==> config.mk <==
export PLATFORM = sky130hd
export DESIGN_NAME = debounce_tick_fsm
export DESIGN_NICKNAME = d
export VERILOG_FILES = /design/src/rtl/debounce_tick_fsm_pkg.sv /design/src/rtl/debounce_tick_fsm_sync_2ff.sv /design/src/rtl/debounce_tick_fsm.sv
export SDC_FILE = /design/constraint.sdc
export NUM_CORES = 1
export LEC_CHECK = 0
export BUFFER_PORTS_ARGS = -buffer_cell sky130_fd_sc_hd__buf_2
export CAP_MARGIN = 20
export CORE_AREA = 2 2 39 41
export DETAILED_ROUTE_END_ITERATION = 8
export DIE_AREA = 0 0 41 43
export PLACE_DENSITY = 0.53
export SETUP_SLACK_MARGIN = 0.15
export SKIP_LAST_GASP = 1
export SYNTH_ARGS = -nofsm -noshare
export SYNTH_HDL_FRONTEND = slang
export SYNTH_SLANG_ARGS = --single-unit
==> constraint.sdc <==
create_clock -name clk -period 1.8 [get_ports clk]
set_clock_uncertainty 0.05 [all_clocks]
set_input_delay 0.09 -clock clk [delete_from_list [all_inputs] [get_ports clk]]
set_output_delay 0.09 -clock clk [all_outputs]
set_load 0.005 [all_outputs]
==> src/rtl/debounce_tick_fsm_pkg.sv <==
// Shared definitions for the tick-driven debouncer: state encodings, default
// qualification length and small helpers that map a state onto its outputs.
package debounce_tick_fsm_pkg;

  localparam int STABLE_TICKS_DEF = 4;

  typedef enum logic [1:0] {
    ST_ZERO  = 2'd0,
    ST_WAIT1 = 2'd1,
    ST_ONE   = 2'd2,
    ST_WAIT0 = 2'd3
  } state_e;

  // The debounced level is high in both "settled high" and "qualifying a fall".
  function automatic logic levelOf(input state_e s);
    return (s == ST_ONE) || (s == ST_WAIT0);
  endfunction

  function automatic logic busyOf(input state_e s);
    return (s == ST_WAIT1) || (s == ST_WAIT0);
  endfunction

endpackage

==> src/rtl/debounce_tick_fsm_sync_2ff.sv <==
// Two-flop synchroniser for a single asynchronous bit, cleared to 0 on reset.
module sync_2ff (
  input  logic clk,
  input  logic reset_n,
  input  logic d_i,
  output logic q_o
);

  logic meta_q;
  logic sync_q;

  always_ff @(posedge clk or negedge reset_n) begin
    if (!reset_n) begin
      meta_q <= 1'b0;
      sync_q <= 1'b0;
    end else begin
      meta_q <= d_i;
      sync_q <= meta_q;
    end
  end

  assign q_o = sync_q;

endmodule

==> src/rtl/debounce_tick_fsm.sv <==
// Tick-driven switch debouncer: the level only flips after the synchronised input
// has disagreed with it for STABLE_TICKS consecutive enable ticks.
module debounce_tick_fsm
  import debounce_tick_fsm_pkg::*;
#(
  parameter int STABLE_TICKS = STABLE_TICKS_DEF
) (
  input  logic clk,
  input  logic reset_n,
  input  logic m_tick,
  input  logic sw,
  output logic db_level,
  output logic db_rise,
  output logic db_fall,
  output logic busy
);

  localparam int CW = $clog2(STABLE_TICKS + 1);
  localparam logic [CW-1:0] CNT_LAST = CW'(STABLE_TICKS - 1);
  localparam logic [CW-1:0] CNT_ONE  = CW'(1);

  logic          swSync;
  state_e        state_q, state_d;
  logic [CW-1:0] cnt_q, cnt_d;
  logic          level_q, level_d;
  logic          rise_q, rise_d;
  logic          fall_q, fall_d;
  logic          busy_q, busy_d;

  sync_2ff u_sync_sw (
    .clk     (clk),
    .reset_n (reset_n),
    .d_i     (sw),
    .q_o     (swSync)
  );

  // An abort always beats a tick in the same cycle, so that tick is never counted.
  always_comb begin
    state_d = state_q;
    cnt_d   = cnt_q;
    unique case (state_q)
      ST_ZERO: begin
        if (swSync) begin
          state_d = ST_WAIT1;
          cnt_d   = '0;
        end
      end
      ST_WAIT1: begin
        if (!swSync) begin
          state_d = ST_ZERO;
          cnt_d   = '0;
        end else if (m_tick) begin
          if (cnt_q == CNT_LAST) begin
            state_d = ST_ONE;
            cnt_d   = '0;
          end else begin
            cnt_d = cnt_q + CNT_ONE;
          end
        end
      end
      ST_ONE: begin
        if (!swSync) begin
          state_d = ST_WAIT0;
          cnt_d   = '0;
        end
      end
      ST_WAIT0: begin
        if (swSync) begin
          state_d = ST_ONE;
          cnt_d   = '0;
        end else if (m_tick) begin
          if (cnt_q == CNT_LAST) begin
            state_d = ST_ZERO;
            cnt_d   = '0;
          end else begin
            cnt_d = cnt_q + CNT_ONE;
          end
        end
      end
      default: begin
        state_d = ST_ZERO;
        cnt_d   = '0;
      end
    endcase
  end

  // Outputs are derived from the next state so they line up with the state register.
  always_comb begin
    level_d = levelOf(state_d);
    busy_d  = busyOf(state_d);
    rise_d  = level_d & ~level_q;
    fall_d  = ~level_d & level_q;
  end

  always_ff @(posedge clk or negedge reset_n) begin
    if (!reset_n) begin
      state_q <= ST_ZERO;
      cnt_q   <= '0;
      level_q <= 1'b0;
      rise_q  <= 1'b0;
      fall_q  <= 1'b0;
      busy_q  <= 1'b0;
    end else begin
      state_q <= state_d;
      cnt_q   <= cnt_d;
      level_q <= level_d;
      rise_q  <= rise_d;
      fall_q  <= fall_d;
      busy_q  <= busy_d;
    end
  end

  assign db_level = level_q;
  assign db_rise  = rise_q;
  assign db_fall  = fall_q;
  assign busy     = busy_q;

endmodule
== Word-level counts from Yosys, hierarchy flattened ==
Cells that the tools add are included.

* Output and inout port bits: 4
* Logic and storage cells: 42
* Input port bits: 4
* Flip-flop bits (word level): 11

* Eq/ne operators: 9
* Reductions and logical operators: 4
* Muxes and demuxes: 16
* Bitwise operators: 4
* Add/subtract/negate cells: 1

{| class="wikitable"
|+ Operators with widths
! operator !! count
|-
| 2-to-1 mux 3 bit || 6
|-
| 2-to-1 mux 2 bit || 8
|-
| one-hot mux 3 bit (4 select lines) || 1
|-
| == test 2 bit (second input constant) || 4
|-
| one-hot mux 2 bit (4 select lines) || 1
|-
| == test 2 x 1 -> 1 bit (second input constant) || 2
|-
| adder 3 x 1 -> 3 bit (second input constant) || 1
|-
| == test 3 x 2 -> 1 bit (second input constant) || 1
|-
| AND 1 bit || 2
|-
| zero test 2 bit || 1
|-
| logical OR 1 bit || 2
|-
| inequality test 2 x 1 -> 1 bit (second input constant) || 1
|-
| inequality test 2 bit (second input constant) || 1
|-
| NOT 1 bit || 2
|-
| AND reduction 2 bit || 1
|}

== Depth between registers and ports, before layout ==
* Depth in word-level cells: 9
* Depth in mapped cells: 4
* Mapped depth without buffers: 4

== Modules after synthesis ==
Synthesis repeated with hierarchy kept, for this count alone.

* Cell total of the unflattened synthesis: 32
* Area total of the unflattened synthesis: 412.9 um2

{| class="wikitable"
|+ Modules (own cells, without submodules)
! module !! cells an instance !! times used !! sequential area each (um2) !! area each (um2)
|-
| debounce_tick_fsm || 30 || 1 || 200.2 || 362.8
|-
| sync_2ff || 2 || 1 || 50.0 || 50.0
|}

== Worst setup path before layout ==
OpenSTA, ideal clock, no wires.

* Path kind: reg2reg
* Start point: register cnt_q[0]
* End point: register level_q (netlist: db_level)
* Setup slack: 0.535 ns
* Path buffers: 0
* Period minus slack after synthesis: 1.265 ns
* Library setup time: 0.125 ns
* Required time: 1.625 ns
* Stages on the path, launching flop included: 4
* Arrival time: 1.090 ns
* Path through: dfrtp_1 ha_1 nand4b_1 mux2_2

* Cells in the longest elaborated chain, start to end: 7
* Elaborated cells between the ends (all ways): 11
* Classes of those cells: 3 x eq/ne; 7 x mux; 1 x reduce/logical

{| class="wikitable"
|+ RTL lines
! element !! RTL line !! RTL
|-
| start, declared || debounce_tick_fsm.sv:24 || <nowiki>logic [CW-1:0] cnt_q, cnt_d;</nowiki>
|-
| start signal, assigned || debounce_tick_fsm.sv:105 || <nowiki>cnt_q <= cnt_d;</nowiki>
|-
| == test 3 x 2 -> 1 bit * || debounce_tick_fsm.sv:53, debounce_tick_fsm.sv:72 ||
|-
| 2-to-1 mux 2 bit (on tied branches) || debounce_tick_fsm.sv:72, debounce_tick_fsm.sv:53 ||
|-
| 2-to-1 mux 2 bit (on tied branches) || debounce_tick_fsm.sv:71, debounce_tick_fsm.sv:52 ||
|-
| 2-to-1 mux 2 bit (on tied branches) || debounce_tick_fsm.sv:68, debounce_tick_fsm.sv:49 ||
|-
| one-hot mux 2 bit (4 select lines) * || debounce_tick_fsm.sv:41 || <nowiki>unique case (state_q)</nowiki>
|-
| == test 2 bit || debounce_tick_fsm_pkg.sv:16 || <nowiki>return (s == ST_ONE) || (s == ST_WAIT0);</nowiki>
|-
| logical OR 1 bit * || debounce_tick_fsm_pkg.sv:16 ||
|-
| via level_d || debounce_tick_fsm.sv:25 || <nowiki>logic level_q, level_d;</nowiki>
|-
| end signal, assigned || debounce_tick_fsm.sv:106 || <nowiki>level_q <= level_d;</nowiki>
|-
| end, declared || debounce_tick_fsm.sv:25 ||
|}

The timed path passes the listed nets; every way through them passes the cells marked *.
A chain may end at the register's enable or synchronous reset.

== Worst setup path after layout ==
Ends and elaborated chain as after synthesis.

==> results_dict.tcl <==
set metrics [dict create \
    finalMaxSlewViolations 0 \
    irDropWorstVdd_v 0.000632 \
    max_freq_mhz 743 \
    viasPerCell 4.48 \
    clk_pin_slew_worst_paths_ns 0.07 \
    syn_to_final_growth_pct 27.0 \
    wire_per_inst_um 10.3 \
    synth_most_common_cell "dfrtp_1" \
    cts_setup_buffers 0 \
    ys_ff_latch 10 \
    die_h_um 43 \
    hold_viol 0 \
    placementRows 14 \
    grt_remaining_overflow 0 \
    cts_inserted_buffers 3 \
    yosys.area.top_type "dfrtp_1" \
    worst-setup-path-type "reg -> reg" \
    period_needed_ns 1.35 \
    maxCapViolCount 0 \
    die-area_sq_mm 0.00176 \
    netlist_instances 32 \
    insertion_delay_ns 0.26 \
    vias 273 \
    synth.area.top_cells "dfrtp_1, nand2b_1, xor2_2" \
    power_leakage_nw 0.251 \
    htreeDepth 1 \
    multiInputGateArea_sq_um 163 \
    pre_cts_ws_ns 0.474 \
    clock_sinks 10 \
    synth_ff_type "dfrtp_1" \
    hp-class "in -> async" \
    syn-cell-area_sq_um 413 \
    avgSynthCellArea_sq_um 12.9 \
    status "complete, no violations" \
    setup_slack_ns 0.454 \
    insertedDiodeCount 0 \
    antenna_found_initial 0 \
    fin_util 0.379 \
    initial_core_util 0.298 \
    portBuffers 7 \
    clockBufferDepth 2 \
    finalSetupViolCount 0 \
    dr.first_iter.drc_count 2 \
    grt_max_degree 11 \
    pin_count 8 \
    worstSetupStartpointType "flip-flop" \
    grt_pass1_vias 225 \
    synthTopCellsByCount "dfrtp_1, nand2b_1" \
    core_area_sq_mm 0.00138 \
    drc_errors 0 \
    cp.arrival_ns 1.44 \
    cp.required_ns 1.89 \
    drt_wl_total_um 630 \
    synth.distinct_cells 16 \
    seq_area_sq_um 250 \
    crit_fanout 5 \
    grt_usage 0.0853 \
    firstDrtPassIters 4 \
    place_congestion 0.648 \
    nNetsFinal 51 \
    synth_warnings 0 \
    fillCellCount 140 \
    p_per_area_mw_per_mm2 965 \
    die_w_um 41 \
    rsz0062_at_grt "false" \
    clockRootBuffer "clkbuf_4" \
    tightest_slew_ns 0.295 \
    end_kind "flip-flop" \
    finalCritPeriodShare 0.748 \
    async_reset_ff_frac 1.00 \
    antenna_left 0 \
    setup_tns_ns 0 \
    synth_edf_count 0 \
    grt_first_pass_wirelength_um 952 \
    cts.repair.resized 0 \
    synth_top_area_share 0.606 \
    ys_seq_area_frac 0.606 \
    synth_nets 37 \
    drive_gt1_frac 0.333 \
    cts_tree "done" \
    slew_headroom 0.803 \
]
-- power by group --
group / internal (mW) / switching (mW) / total [mW]
Combinational: 0.0310 / 0.0255 / 0.0565
Clock: 0.122 / 0.0719 / 0.194
Sequential: 0.240 / 0.0152 / 0.255
-- metrics by stage --
stage | std cells | hold slack [ns] | cell area, sq um | total power, mW
floorplan | 32 | -0.256 | 413 | 0.290
global placement | 55 | -0.0963 | 468 | 0.310
detailed placement | 55 | -0.0921 | 468 | 0.313
CTS | 61 | 0.164 | 524 | 0.512
global route | 61 | 0.175 | 524 | 0.535
finish | 61 | 0.151 | 524 | 0.506
-- sequential cells by signal, summed over array words and instances, names as in the netlist --
name and count:
state_q 1, db_rise 1, db_level 1, cnt_q 3, busy 1, u_sync_sw.meta_q 1, db_fall 1, u_sync_sw.q_o 1
-- layout by cell type, fill, tap and decap left out, types with 2 or more instances in the layout --
cell type	synthesis	routed
dlygate4sd3_1	0	2
buf_2	0	7
nand2_1	2	2
nor3b_1	2	2
o22ai_1	2	2
nand2b_1	3	3
clkbuf_4	0	3
and2_2	2	2
nor2b_1	2	2
dfrtp_1	10	10
-- kinds of logic after synthesis --
group | count (synthesis) | share of synthesized area
XOR/XNOR | 1 | 0.0394
AO/OA/AOI/OAI | 4 | 0.0606
flip-flops | 10 | 0.606
multiplexers | 2 | 0.0515
adder cells (fa/ha/maj) | 1 | 0.0303
AND/OR/NAND/NOR | 14 | 0.212
-- final timing paths --
| check | start | end | slack, ns | cells past startpoint |
|---|---|---|---|---|
| max | cnt_q[0]$_DFFE_PN0P_ | db_level$_DFF_PN0_ | 0.45 | 3 |
| min | reset_n | cnt_q[1]$_DFFE_PN0P_ | 0.15 | 2 |
| max reg2reg | cnt_q[0]$_DFFE_PN0P_ | db_level$_DFF_PN0_ | 0.45 | 3 |
| min reg2reg | u_sync_sw.meta_q$_DFF_PN0_ | u_sync_sw.q_o$_DFF_PN0_ | 0.30 | 0 |
| max in group asynchronous | reset_n | db_level$_DFF_PN0_ | 1.36 | 2 |
| min in group clk | m_tick | cnt_q[1]$_DFFE_PN0P_ | 0.18 | 3 |
-- critical path: stages, from the launching register on --
cell	delay [ns]
dfrtp_1	0.41
ha_1	0.24
nand4b_1	0.17
mux2_2	0.35
-- final cells by class --
| cell class | count | area share |
|---|---|---|
| Sequential cell | 10 | 0.477 |
| Tap cell | 16 | 0.0382 |
| Timing Repair Buffer | 9 | 0.105 |
| Clock buffer | 4 | 0.0692 |
| Multi-Input combinational cell | 22 | 0.310 |
-- repair_timing --
action,in CTS,in global routing
hold endpoints to repair,11,0
hold buffers,2,0
endpoints found under the setup margin,0,0
-- routing by layer --
metal	GRT usage	share of wire
met3	0.0785	0.083
met1	0.100	0.44
met5	0	0
met2	0.113	0.47
met4	0.0200	0
Power figures use the tool's default switching activity.
